## src/rtl/aes_core_arbiter.sv

```systemverilog
// aes_core_arbiter
//   Shares one combinational AES-128 core (encrypt/decrypt wrapper) between
//   two requesters. Jobs are taken one at a time with round-robin grant.
//   Core inputs are registered and held for SETTLE_CYCLES edges, so the
//   core can be constrained as a multicycle path. The result is then
//   captured and returned on a tagged valid/ready response port.
//
// Ports
//   clk, rst                      clock, async active-high reset
//   reqN_valid/ready              job handshake for requester N (N = 0, 1)
//   reqN_data/key/decrypt         block, key and mode for requester N
//   core_in/key/decrypt           registered operands to the shared core
//   core_out                      combinational core result
//   rsp_valid/ready               response handshake
//   rsp_data, rsp_id              captured result and owning requester
//   busy                          FSM not in IDLE
//
// state   | meaning
// --------+---------------------------------------------------------
// ST_IDLE | arbitrate; accept one job from the granted requester
// ST_WAIT | core operands held; count down the settle window
// ST_RESP | result captured; hold rsp_* until the consumer takes it

module aes_core_arbiter #(
  parameter int SETTLE_CYCLES = 4
) (
  input  logic         clk,
  input  logic         rst,
  input  logic         req0_valid,
  output logic         req0_ready,
  input  logic [127:0] req0_data,
  input  logic [127:0] req0_key,
  input  logic         req0_decrypt,
  input  logic         req1_valid,
  output logic         req1_ready,
  input  logic [127:0] req1_data,
  input  logic [127:0] req1_key,
  input  logic         req1_decrypt,
  output logic [127:0] core_in,
  output logic [127:0] core_key,
  output logic         core_decrypt,
  input  logic [127:0] core_out,
  output logic         rsp_valid,
  input  logic         rsp_ready,
  output logic [127:0] rsp_data,
  output logic         rsp_id,
  output logic         busy
);

  typedef enum logic [1:0] {
    ST_IDLE = 2'd0,
    ST_WAIT = 2'd1,
    ST_RESP = 2'd2
  } state_t;

  // Count from SETTLE_CYCLES-1 down to 0; capture happens on the edge that
  // sees 0, i.e. SETTLE_CYCLES edges after the accept edge.
  localparam logic [3:0] CNT_LOAD = 4'(SETTLE_CYCLES - 1);

  state_t     state;
  logic [3:0] cnt;
  logic       last_grant;
  logic       id;
  logic       grant;

  // Lone requester wins outright; on a tie the one not served last wins.
  always_comb begin
    grant = 1'b0;
    if (req0_valid && req1_valid) grant = ~last_grant;
    else if (req1_valid)          grant = 1'b1;
  end

  assign req0_ready = ~rst && (state == ST_IDLE) && !grant && req0_valid;
  assign req1_ready = ~rst && (state == ST_IDLE) &&  grant && req1_valid;
  assign busy       = (state != ST_IDLE);

  always_ff @(posedge clk or posedge rst) begin
    if (rst) begin
      state        <= ST_IDLE;
      cnt          <= '0;
      last_grant   <= 1'b1;
      id           <= 1'b0;
      core_in      <= '0;
      core_key     <= '0;
      core_decrypt <= 1'b0;
      rsp_valid    <= 1'b0;
      rsp_data     <= '0;
      rsp_id       <= 1'b0;
    end else begin
      case (state)
        ST_IDLE: begin
          if (req0_ready || req1_ready) begin
            core_in      <= grant ? req1_data    : req0_data;
            core_key     <= grant ? req1_key     : req0_key;
            core_decrypt <= grant ? req1_decrypt : req0_decrypt;
            id           <= grant;
            last_grant   <= grant;
            cnt          <= CNT_LOAD;
            state        <= ST_WAIT;
          end
        end
        ST_WAIT: begin
          if (cnt == 4'd0) begin
            rsp_data  <= core_out;
            rsp_id    <= id;
            rsp_valid <= 1'b1;
            state     <= ST_RESP;
          end else begin
            cnt <= cnt - 4'd1;
          end
        end
        ST_RESP: begin
          // Returning to IDLE here means the next accept is one edge later.
          if (rsp_ready) begin
            rsp_valid <= 1'b0;
            state     <= ST_IDLE;
          end
        end
        default: state <= ST_IDLE;
      endcase
    end
  end

endmodule

```

## config.mk

```make
export PLATFORM = sky130hd
export DESIGN_NAME = aes_core_arbiter
export DESIGN_NICKNAME = d
export VERILOG_FILES = /design/src/rtl/aes_core_arbiter.sv
export SDC_FILE = /design/constraint.sdc
export NUM_CORES = 1
export LEC_CHECK = 0
export BUFFER_PORTS_ARGS = -buffer_cell sky130_fd_sc_hd__buf_2
export CORE_AREA = 2 2 400 402
export DETAILED_ROUTE_END_ITERATION = 16
export DIE_AREA = 0 0 402 404
export GPL_ROUTABILITY_DRIVEN = 0
export GPL_TIMING_DRIVEN = 0
export HOLD_SLACK_MARGIN = 0.15
export PLACE_DENSITY_LB_ADDON = 0.25
export SYNTH_ARGS = -nofsm -noshare
export SYNTH_HDL_FRONTEND = slang
export SYNTH_SLANG_ARGS = --single-unit
```

## constraint.sdc

```tcl
create_clock -name clk -period 14.2 [get_ports clk]
set_clock_uncertainty 0.2 [all_clocks]
set_input_delay 1.42 -clock clk [delete_from_list [all_inputs] [get_ports clk]]
set_output_delay 1.42 -clock clk [all_outputs]
set_load 0.01 [all_outputs]
```

==> results by group <==
Outcome
  – Status: completed

Logic synthesis
  – Yosys warning count: 0
  – Post-Syn Nets: about 1800
  – Register area share after synthesis: a little under three fifths
  – Post-synth top area share: 55.2%
  – Top cell type by total area after synthesis: dfrtp_1
  – Synth unique cells: 30
  – Avg Inst Size Synth: 15.6 µm²
  – Most frequent cell after synthesis: mux2_2
  – Yosys reg bits: 395
  – Async set-reset flop share out of synthesis: 100%
  – List of most frequent post-synthesis cells: mux2_2, dfrtp_1, buf_2
  – EDFF count, synth: 0
  – Post-Syn Area: between 0.015 and 0.02 mm²
  – Synth area leaders: dfrtp_1, mux2_2, buf_6
  – Main synth FF type: dfrtp_1
  – Post-Syn Instances: 1149

Power
  – Switching Share: between 30% and 40%
  – Power Dens Cells: 209 mW/mm²
  – IR drop worst, VDD: ~83 µV
  – Clk pwr share: 25.6%
  – Cell internal pwr: 3.75 mW
  – Share of power burned in registers: 34.5%
  – Lkg Pwr: 12.6 nW
  – Logic pwr share: 39.9%
  – Sw power: just over 2 mW

Timing
  – Slew margin rel.: between 40 and 50%
  – Final setup violation count: 0
  – Setup_tns: 0 ns
  – Fmax: 216 MHz
  – Worst-Margin Slew: roughly 0.81 ns
  – Minimum clock period: around 4.6 ns
  – Fin crit share: 32.6%
  – RSZ-0062 raised after global routing: false
  – Pins over their slew limit: 0
  – Final Hold Vio Count: 0
  – Hold WS: 0.276 ns

Die
  – FP Rows: 146
  – Die H: 404 µm
  – Top-level I/O count: about 1000
  – Initial Util: 11.3%
  – Die area: roughly 0.16 mm²
  – Die width: roughly 400 µm
  – Core ar.: between 0.15 and 0.2 mm²

Place
  – Detail Placement HPWL: between 70000 and 80000 µm
  – Placed instance count: 4261
  – Placed cell areas: about 0.026 mm²
  – Buffers on Ports: 1036

Clock network
  – Root Buffer: clkbuf_16
  – Reg clk slew, reported paths: ~0.060 ns
  – Htree depth: 2
  – CTS Hold Bufs: 0
  – Post-CTS setup buffers: 0
  – Clock latency at the later pin of the worst-skew pair: 0.64 ns
  – Clock Path Buffers: 3
  – Post-cts sizing count: 0
  – Num CTS Buffers: 54
  – CTS tree: yes
  – Clk sink count: 395

Min path
  – Worst min-delay path class: flop to flop

Route
  – DRT Wirelength: 92400 µm
  – Post-route ant nets: 0
  – Via density: 3.25
  – DR pass1 iterations: 4
  – DR DRC count: 0
  – DR iter-0 viols: between 500 and 600
  – Vias: 14226
  – Post-DR wirelength/cell: 21.1 µm

Critical path
  – Worst Path Required: 12.58 ns
  – Setup crit end kind: primary output
  – Critical-path top delay cell: a21boi_2
  – Crit-path max FO: 10
  – Cell repeated most along the worst path: buf_2
  – Critical path, cell by cell: buf_2, a21boi_2, buf_2, buf_2, and2_1, buf_2
  – Crit path arrival time: 3.01 ns
  – Crit path kind: primary input to primary output
  – Setup crit start kind: primary input
  – Worst stage delay on the critical path: 0.43 ns

Finish
  – Post-route design area: 0.0277 mm²
  – Area grow syn2layout: 55.2%
  – Nets: 2894
  – Layout cells sized above 1: 80.5%
  – Fill cell count: approximately 18000
  – Fin cells: ~4400
  – Post-layout util: 17.6%

GRT
  – Largest net degree at the start of global routing: 104
  – Initial antenna violation count: 63
  – Vias in the first global route: roughly 15000
  – Grt ovf: 0
  – Global-route wire length before repair: roughly 120000 µm
  – Total GRT Usage: between 10% and 20%

Run
  – Max Cap Violations: 0
-- layout make-up --
| cell class | instances | area, µm² | area share, % |
|---|---|---|---|
| Antenna cell | 19 | 47.5 | 0.171 |
| Buffer | 70 | 487 | 1.75 |
| Clock buffer | 78 | 1570 | 5.67 |
| Clock inverter | 22 | 348 | 1.25 |
| Inverter | 5 | 26.3 | 0.0947 |
| Multi-Input combinational cell | 679 | 7480 | 27.0 |
| Sequential cell | 395 | 9890 | 35.6 |
| Tap cell | 2072 | 2590 | 9.35 |
| Timing Repair Buffer | 1040 | 5300 | 19.1 |
-- worst paths after layout --
| check | slack (ns) | to | startpoint | cells past startpoint |
|---|---|---|---|---|
| min in group asynchronous | 0.61 | core_key[11]$_DFFE_PP0P_ | rst | 2 |
| max in group asynchronous | 11.78 | core_key[16]$_DFFE_PP0P_ | rst | 4 |
| max | 9.57 | req1_ready | req0_valid | 6 |
| max reg2reg | 11.10 | core_in[64]$_DFFE_PP0P_ | last_grant$_DFFE_PP1P_ | 5 |
| min | 0.28 | id$_DFFE_PP0P_ | id$_DFFE_PP0P_ | 1 |
| min reg2reg | 0.28 | id$_DFFE_PP0P_ | id$_DFFE_PP0P_ | 1 |
-- metrics by stage --
stage	power, mW	setup WS, ns
floorplan	3.21	1.60
global placement	4.42	-5.51
detailed placement	4.44	9.46
CTS	5.98	9.46
global route	6.17	9.39
finish	5.80	9.57
-- routing by layer --
metal  GRT usage, %  share of wire [%]  vias up
met3           3.65                9.0      160
met2           19.8                 52      623
met1           12.3                 37     7011
met4           2.79                2.2       42
met5              0               0.31        -
li1               -                  -     6390
-- cell usage in the layout, fill, tap and decap left out, types with 2 or more instances in the layout --
cell type | synthesis | final
a21oi_1 | 2 | 2
buf_1 | 4 | 4
buf_16 | 0 | 4
buf_2 | 38 | 1074
buf_6 | 23 | 23
bufinv_16 | 0 | 7
clkbuf_1 | 4 | 15
clkbuf_16 | 0 | 54
clkbuf_8 | 0 | 13
clkinv_2 | 0 | 5
clkinvlp_4 | 0 | 4
dfrtp_1 | 394 | 394
diode_2 | 0 | 19
ha_1 | 2 | 2
inv_1 | 5 | 4
inv_16 | 0 | 2
inv_6 | 0 | 3
mux2_2 | 644 | 644
nand2_1 | 5 | 5
nand2b_1 | 2 | 2
nor2_1 | 4 | 4
nor3_1 | 2 | 2
o21ai_0 | 4 | 4
-- power groups by stage --
stage / Combinational (mW) / Clock [mW] / Sequential [mW]
after floorplan: 0.944 / 0 / 2.27
after global placement: 2.40 / 0 / 2.02
after detailed placement: 2.41 / 0 / 2.03
after CTS: 2.41 / 1.56 / 2.01
after global routing: 2.49 / 1.60 / 2.09
final: 2.32 / 1.48 / 2.00
-- logic make-up after synthesis --
kind of cell	synth area share, %
flops	55.3
fa+ha+maj	0.140
compound gates	0.413
buf+inv	2.83
simple gates	0.735
mux	40.6
-- flip-flops by register name, indices dropped and copies added (netlist names) --
signal / count
core_in: 128
core_key: 128
rsp_data: 128
cnt: 4
state: 2
core_decrypt: 1
id: 1
last_grant: 1
rsp_id: 1
rsp_valid: 1
-- worst max-delay path: cells and delay by family --
family / cells / cell delay, ns
AOI/OAI and AO/OA: 1 / 0.43
buffers and inverters: 4 / 0.95
and+or+nand+nor: 1 / 0.19
No activity file was read; power rests on OpenSTA's default activity.
